===== config.mk =====
export PLATFORM = sky130hd
export DESIGN_NAME = en_de_scheduler
export DESIGN_NICKNAME = d
export VERILOG_FILES = /design/src/rtl/en_de_scheduler.sv
export SDC_FILE = /design/constraint.sdc
export NUM_CORES = 1
export LEC_CHECK = 0
export ABC_AREA = 1
export CAP_MARGIN = 10
export CORE_AREA = 5 5 275 277
export CTS_BUF_LIST = sky130_fd_sc_hd__clkbuf_4
export CTS_CLUSTER_SIZE = 14
export DETAILED_ROUTE_END_ITERATION = 16
export DIE_AREA = 0 0 280 282
export HOLD_SLACK_MARGIN = 0.1
export SLEW_MARGIN = 30
export SYNTH_ARGS = -nofsm -noshare
export SYNTH_HDL_FRONTEND = slang
export SYNTH_SLANG_ARGS = --single-unit

===== constraint.sdc =====
create_clock -name clk -period 3.8 [get_ports clk]
set_clock_uncertainty 0.1 [all_clocks]
set_input_delay 0.76 -clock clk [delete_from_list [all_inputs] [get_ports clk]]
set_output_delay 0.76 -clock clk [all_outputs]
set_load 0.1 [all_outputs]

===== src/rtl/en_de_scheduler.sv =====
// en_de_scheduler: round-robin front end for one shared En_De_Top encode/decode engine.
// One job is in flight at a time. The granted requester's word is registered onto the
// engine input. After ENGINE_LAT cycles the encoded word, the decoded word and a
// round-trip mismatch flag are captured and presented as a response.
// Optional feature macro: EN_DE_SCHED_ERRCNT_EN adds a saturating 16-bit err_count output.
//
// Handshakes:
//   request  - req_ready[i] is a single-cycle, one-hot accept strobe. It is raised only in
//              IDLE, for the chosen requester, when that requester's req_valid is high.
//              The job is taken on the clock edge that ends that cycle.
//   response - resp_valid stays high in RESP, and resp_* hold steady, until the edge where
//              resp_valid && resp_ready are both high. That edge completes the transfer.
//              resp_valid never drops without a handshake, except on reset.
module en_de_scheduler #(
    parameter int DATA_SIZE    = 16,
    parameter int POLY_SIZE    = 16,
    parameter int SCALE_FACTOR = 2,
    parameter int NUM_REQ      = 4,
    parameter int ENGINE_LAT   = 2,
    localparam int EW          = (DATA_SIZE + SCALE_FACTOR) * POLY_SIZE,
    localparam int ID_W        = $clog2(NUM_REQ)
) (
    input  logic                           clk,
    input  logic                           reset,
    input  logic [NUM_REQ-1:0]             req_valid,
    input  logic [NUM_REQ*DATA_SIZE-1:0]   req_data,
    output logic [NUM_REQ-1:0]             req_ready,
    output logic [DATA_SIZE-1:0]           eng_data_in,
    input  logic [EW-1:0]                  eng_encoded,
    input  logic [DATA_SIZE-1:0]           eng_decoded,
    output logic                           resp_valid,
    input  logic                           resp_ready,
    output logic [ID_W-1:0]                resp_id,
    output logic [EW-1:0]                  resp_encoded,
    output logic [DATA_SIZE-1:0]           resp_decoded,
    output logic                           resp_mismatch,
`ifdef EN_DE_SCHED_ERRCNT_EN
    output logic [15:0]                    err_count,
`endif
    output logic                           busy,
    output logic [1:0]                     state_dbg
);

    localparam int CNT_W = (ENGINE_LAT < 2) ? 1 : $clog2(ENGINE_LAT + 1);

    typedef enum logic [1:0] {
        S_IDLE = 2'd0,
        S_WAIT = 2'd1,
        S_RESP = 2'd2
    } state_t;

    state_t               state, next_state;
    logic [ID_W-1:0]      rr_ptr;
    logic [CNT_W-1:0]     cnt;
    logic [DATA_SIZE-1:0] job_q;
    logic                 found;
    logic [ID_W-1:0]      grant;
    logic [DATA_SIZE-1:0] sel_data;
    logic                 accept;
    logic                 capture;
    logic                 handshake;

    // First valid requester at or after ptr, searching upward and wrapping.
    // The loop runs from the far end back to the pointer, so the nearest hit is written last and wins.
    function automatic logic [ID_W:0] pick_grant(input logic [NUM_REQ-1:0] v,
                                                 input logic [ID_W-1:0]    ptr);
        logic [ID_W:0] r;
        int            idx;
        r = '0;
        for (int k = NUM_REQ - 1; k >= 0; k--) begin
            idx = (int'(ptr) + k) % NUM_REQ;
            if (v[idx]) r = {1'b1, ID_W'(idx)};
        end
        return r;
    endfunction

    // Arbitration result and the data word of the chosen requester.
    always_comb begin
        {found, grant} = pick_grant(req_valid, rr_ptr);
        sel_data       = req_data[int'(grant)*DATA_SIZE +: DATA_SIZE];
    end

    // State register.
    always_ff @(posedge clk or negedge reset) begin
        if (!reset) state <= S_IDLE;
        else        state <= next_state;
    end

    // Next-state logic and per-cycle strobes. req_ready is gated by reset so that it drops as soon as reset is asserted.
    always_comb begin
        next_state = state;
        req_ready  = '0;
        accept     = 1'b0;
        capture    = 1'b0;
        handshake  = 1'b0;
        case (state)
            S_IDLE: begin
                if (found) begin
                    accept     = 1'b1;
                    req_ready  = (NUM_REQ'(1) << grant) & {NUM_REQ{reset}};
                    next_state = S_WAIT;
                end
            end
            S_WAIT: begin
                if (cnt == CNT_W'(1)) begin
                    capture    = 1'b1;
                    next_state = S_RESP;
                end
            end
            S_RESP: begin
                if (resp_ready) begin
                    handshake  = 1'b1;
                    next_state = S_IDLE;
                end
            end
            default: next_state = S_IDLE;
        endcase
    end

    // Datapath: latch the job, count down the engine latency, capture the response, then advance the pointer.
    always_ff @(posedge clk or negedge reset) begin
        if (!reset) begin
            rr_ptr        <= '0;
            cnt           <= '0;
            job_q         <= '0;
            eng_data_in   <= '0;
            resp_id       <= '0;
            resp_encoded  <= '0;
            resp_decoded  <= '0;
            resp_mismatch <= 1'b0;
        end else begin
            if (accept) begin
                job_q       <= sel_data;
                eng_data_in <= sel_data;
                resp_id     <= grant;
                cnt         <= CNT_W'(ENGINE_LAT);
            end
            if (state == S_WAIT) cnt <= cnt - CNT_W'(1);
            if (capture) begin
                resp_encoded  <= eng_encoded;
                resp_decoded  <= eng_decoded;
                resp_mismatch <= (eng_decoded != job_q);
            end
            // The requester just served drops to lowest priority.
            if (handshake) begin
                rr_ptr <= (resp_id == ID_W'(NUM_REQ - 1)) ? '0 : resp_id + ID_W'(1);
            end
        end
    end

`ifdef EN_DE_SCHED_ERRCNT_EN
    // Count responses handed over with a mismatch. The count saturates at all-ones.
    always_ff @(posedge clk or negedge reset) begin
        if (!reset) err_count <= '0;
        else if (handshake && resp_mismatch && (err_count != 16'hFFFF))
            err_count <= err_count + 16'd1;
    end
`endif

    assign resp_valid = (state == S_RESP);
    assign busy       = (state != S_IDLE);
    assign state_dbg  = state;

endmodule

==> flow_metrics.py, run 1 <==
metrics = {
    "worst_hold_path": {
        "min_path_type": "in2async",
    },
    "grt": {
        "grt_max_degree": 174,
        "grtUsageTotal": 0.131,
        "grt_pass1_vias": 13700,
        "grt_pass1_wl_mm": 81.1,
        "antenna_found_initial": 6,
        "grt-ovfl-total": 0,
    },
    "timing": {
        "postLayoutSetupSlackWorst_ps": 403,
        "fmax_mhz": 294,
        "whs_ps": 328,
        "slew_headroom": 0.296,
        "period_minus_slack_ps": 3400,
        "setup_tns_ps": 0,
        "rsz0062_at_grt": "false",
        "hold_violations": 0,
        "setup_viol": 0,
        "min_period_over_period": 0.894,
        "tightestPinTransition_ps": 1060,
        "slew_violations": 0,
    },
    "synth": {
        "syn_area_um2": 13400,
        "yosysWarningCount": 0,
        "ys_top_cells_by_count": "nand2_1, dfrtp_1, nand3_1, buf_2, clkbuf_1",
        "ys_seq_elements": 329,
        "synth_edf_count": 0,
        "yosysTopAreaCellShare": 0.613,
        "synth_most_common_cell": "nand2_1",
        "yosysUniqueCellTypes": 29,
        "syn_avg_cell_area_um2": 8.38,
        "ys_async_sr_fraction": 1.00,
        "synth_nets": 1979,
        "yosysSeqAreaShare": 0.613,
        "yosys-top-cells-area": "dfrtp_1, nand2_1, nand3_1",
        "synthCells": 1602,
        "synthFlopType": "dfrtp_1",
        "synth_area_leader_cell": "dfrtp_1",
    },
    "final_layout": {
        "multi_input_area_um2": 4670,
        "fill_cells": 7701,
        "drive_gt1_frac": 0.0968,
        "seqCellArea_um2": 8230,
        "area_growth_pct": 69.2,
        "finalNetCount": 2723,
    },
    "critical_path": {
        "rr_endpoint": "eng_data_in[4]$_DFFE_PN0P_",
        "critPathKind": "reg2out",
        "worst_setup_path_end_kind": "output port",
        "worst_setup_path_start_kind": "flop",
        "rrSetupSlack_ps": 1580,
        "required_ps": 2940,
        "r2r_start": "rr_ptr[0]$_DFFE_PN0P_",
        "cp.arrival_ps": 2540,
        "worstSetupStartpoint": "rr_ptr[0]$_DFFE_PN0P_",
        "path_max_fanout": 11,
        "rr_worst_depth": 13,
    },
    "placed_design": {
        "port_buffers": 705,
        "post-place-ws_ps": 425,
        "gp_congestion": 0.854,
        "hpwl_mm": 39.8,
    },
    "clock_tree": {
        "insertion_delay_ps": 790,
        "cts-root-buf": "clkbuf_4",
        "cts_max_level": 3,
        "cts_buffer_depth": 3,
        "cts_tree": "done",
        "cts_buffers": 94,
        "cts_sinks": 329,
        "clkTransAtPathRegs_ps": 70,
    },
    "die": {
        "design.core.area_um2": 72600,
        "fp.dieH_um": 282,
        "dieWidth_um": 280,
        "initial_core_util": 0.185,
        "rows": 99,
        "dieArea_um2": 79000,
        "ios": 706,
    },
    "detailed_routing": {
        "viasPerCell": 3.87,
        "drtAntennaViolNets": 0,
        "drt-initial-drc-count": 599,
        "drc_errors": 0,
        "drt_pass1_iterations": 6,
        "via_count": 13100,
        "drt-wirelength-per-cell_um": 16.1,
        "totalWireLength_mm": 54.4,
    },
    "flow_run": {
        "cap_violations": 0,
    },
    "run_status": {
        "outcome": "finished, final reports clean",
    },
}
## registers in the layout (all words and copies together), names as in the netlist
register	cells
resp_encoded	288
eng_data_in	16
resp_decoded	16
cnt	2
resp_id	2
rr_ptr	2
state_dbg	2
resp_mismatch	1
## metal layers
layer,up-vias,routed length [um],global-route usage
met5,-,34,0
met4,4,1920,0.0554
met3,131,4690,0.0467
li1,6438,-,-
met2,500,26400,0.218
met1,6023,21300,0.154
## timing repair
action                                 CTS  global route
buffers inserted                         0             0
hold buffers                             1             0
resized for setup                        0             1
endpoints found under the hold margin   44             0
setup endpoints to repair                0             2
## per-stage QoR
stage / std cells / utilization / area (um2)
floorplan: 1602 / - / 13400
global placement: 3208 / 0.297 / 21600
detailed placement: 3208 / 0.296 / 21500
CTS: 3377 / 0.313 / 22700
global route: 3384 / 0.313 / 22700
finish: 3384 / 0.313 / 22700
## cell families after synthesis
logic type      share of synthesized area
compound gates                    0.00512
xor+xnor                          0.00848
buf+inv                            0.0408
fa+ha+maj                         0.00186
simple gates                        0.331
flops                               0.613
## placed cells by master (no fill, tap or decap), drive strengths merged
master / synthesis / layout
o21ai: 8 / 8
nor3b: 1 / 1
a21oi: 2 / 2
buf: 46 / 66
nand3b: 16 / 16
diode: 0 / 7
nand2: 1011 / 1011
clkinv: 1 / 25
xnor2: 10 / 10
nor3: 1 / 1
dfrtp: 329 / 329
or2: 2 / 2
o31ai: 2 / 2
clkbuf: 37 / 141
nand4: 3 / 3
nand3: 75 / 75
nor4: 3 / 3
clkdlybuf4s50: 0 / 664
nor2: 14 / 14
dlygate4sd3: 0 / 1
inv: 36 / 37
xor2: 3 / 3
ha: 2 / 2
clkinvlp: 0 / 2
## worst max-delay path: stages (launching register included)
cell and delay (ps):
dfrtp_2 480, inv_1 160, nand2_1 60, nand2_1 90, nand2_1 90, nand2_1 70
clkinv_1 50, nand2_1 60, nand2_1 100, inv_2 130, nand3_1 80, nor2_1 190
buf_12 210
## worst max-delay path by stage
| stage | end | slack [ps] |
|---|---|---|
| 2_1_floorplan | req_ready[2] | -240 |
| 3_3_place_gp | req_ready[1] | 430 |
| 3_5_place_dp | req_ready[1] | 430 |
| 4_1_cts | req_ready[1] | 160 |
| 5_1_grt | req_ready[3] | 100 |
| 6_report | req_ready[3] | 400 |
## area by class of cell
class	count	area share
timing repair buffer	731	0.320
multi-input combinational	1153	0.206
clock inverter	27	0.00573
antenna	7	0.000771
clock buffer	141	0.0466
tap	959	0.0528
sequential	329	0.362
inverter	37	0.00644
Power of run 1 is not shown: default switching activity piles up to over one toggle a cycle in this logic, so the estimate is an artifact.
==> run 2: changes to the inputs <==
CTS_CLUSTER_DIAMETER = 200   (was not set)
==> flow_metrics.py, run 2 (same netlist as run 1, synthesis figures left out) <==
metrics = {
    "run_status": {
        "outcome": "finished, final reports clean",
    },
    "critical_path": {
        "worst_setup_path_end_kind": "output port",
        "critPathKind": "reg2out",
        "cp.arrival_ps": 2630,
        "path_max_fanout": 11,
        "crit_top_cell": "nand2_1",
        "worstPathCellList": "inv_1 > nand2_1 > nand2_1 > nor2_1 > nand3_1 > nand2_1 > nor4_2 > buf_12",
        "critPathBufInv": 2,
        "required_ps": 2940,
        "cp_top_family": "simple AND/OR/NAND/NOR gates",
        "worst_setup_path_start_kind": "flop",
        "slowest_stage": "dfrtp_2",
        "critPathMaxStageDelay_ps": 520,
    },
    "die": {
        "fp.dieH_um": 282,
        "initial_core_util": 0.185,
        "dieWidth_um": 280,
        "dieArea_um2": 79000,
        "rows": 99,
        "design.core.area_um2": 72600,
        "ios": 706,
    },
    "placed_design": {
        "port_buffers": 705,
        "post-place-ws_ps": 425,
        "gp_congestion": 0.854,
        "hpwl_mm": 39.8,
    },
    "timing": {
        "period_minus_slack_ps": 3490,
        "min_period_over_period": 0.918,
        "fmax_mhz": 287,
        "slew_headroom": 0.270,
        "hold_violations": 0,
        "rsz0062_at_grt": "false",
        "whs_ps": 340,
        "postLayoutSetupSlackWorst_ps": 310,
        "tightestPinTransition_ps": 1090,
        "slew_violations": 0,
        "setup_viol": 0,
        "setup_tns_ps": 0,
    },
    "clock_tree": {
        "cts_max_level": 1,
        "insertion_delay_ps": 800,
        "cts_buffer_depth": 3,
        "post-cts-setup-buffers": 0,
        "cts-root-buf": "clkbuf_4",
        "cts_buffers": 27,
        "clkTransAtPathRegs_ps": 170,
        "cts_tree": "done",
        "cts_sinks": 329,
    },
    "final_layout": {
        "regMostFlops": "resp_encoded",
        "mostFrequentLayoutCells": "nand2_1, clkdlybuf4s50_1, dfrtp_1",
        "mostFrequentLayoutCell": "nand2_1",
        "seqCellArea_um2": 8230,
        "largest_reg_flops": 288,
        "fill_cells": 7764,
        "area_growth_pct": 61.8,
        "multi_input_area_um2": 4670,
        "largestRegisters": "resp_encoded: 288 flops, eng_data_in: 16 flops, resp_decoded: 16 flops",
        "finalNetCount": 2656,
        "drive_gt1_frac": 0.0491,
    },
    "grt": {
        "grt_max_degree": 174,
        "grt_pass1_vias": 13000,
        "grt_pass1_wl_mm": 78.8,
        "antenna_found_initial": 4,
        "grtUsageTotal": 0.126,
        "grt-ovfl-total": 0,
    },
    "detailed_routing": {
        "totalWireLength_mm": 53.0,
        "drc_errors": 0,
        "viasPerCell": 3.87,
        "drt-wirelength-per-cell_um": 16.4,
        "drt_pass1_iterations": 4,
        "drtAntennaViolNets": 0,
        "drt-initial-drc-count": 659,
        "via_count": 12500,
    },
    "flow_run": {
        "cap_violations": 0,
    },
    "worst_hold_path": {
        "min_path_type": "in2async",
    },
}
[run 2: timing repair]
item / CTS / global route
hold buffers: 1 / 0
gates resized for setup: 0 / 1
endpoints found under the hold margin: 41 / 0
setup endpoints to repair: 0 / 4
[run 2: area by class of cell]
cell class | instances | share of cell area
antenna | 2 | 0.000230
clock inverter | 2 | 0.000576
timing repair buffer | 731 | 0.334
inverter | 37 | 0.00673
sequential | 329 | 0.379
clock buffer | 27 | 0.00933
multi-input combinational | 1153 | 0.215
tap | 959 | 0.0552
[run 2: final timing paths]
kind	startpoint	endpoint	slack [ps]	cells past startpoint
setup / recovery	rr_ptr[0]$_DFFE_PN0P_	req_ready[2]	310	8
hold / removal	reset	resp_decoded[4]$_DFFE_PN0P_	340	2
setup reg to reg	rr_ptr[0]$_DFFE_PN0P_	eng_data_in[14]$_DFFE_PN0P_	1540	13
hold reg to reg	resp_encoded[270]$_DFFE_PN0P_	resp_encoded[270]$_DFFE_PN0P_	390	2
max in group asynchronous	reset	resp_encoded[226]$_DFFE_PN0P_	1610	4
min in group clk	eng_encoded[43]	resp_encoded[43]$_DFFE_PN0P_	360	3
[run 2: per-stage QoR]
stage / std cells / area [um2] / utilization
final: 3240 / 21700 / 0.299
after global routing: 3240 / 21700 / 0.299
after CTS: 3238 / 21700 / 0.300
after detailed placement: 3208 / 21500 / 0.296
after global placement: 3208 / 21600 / 0.297
after floorplan: 1602 / 13400 / -
[run 2: worst reg2reg max path, delay by kind of cell (launching register included)]
| family | cells | cell delay [ps] |
|---|---|---|
| buffers and inverters | 4 | 480 |
| flip-flops | 1 | 520 |
| AND/OR/NAND/NOR | 9 | 1120 |
[run 2: per-layer routing]
metal / global-route usage / vias up / routed length (um)
met4: 0.0392 / 4 / 1530
met3: 0.0324 / 83 / 4010
met1: 0.155 / 5812 / 21300
met5: 0 / - / 28
li1: - / 6211 / -
met2: 0.217 / 427 / 26200
Power of run 2 is left out for the same reason.
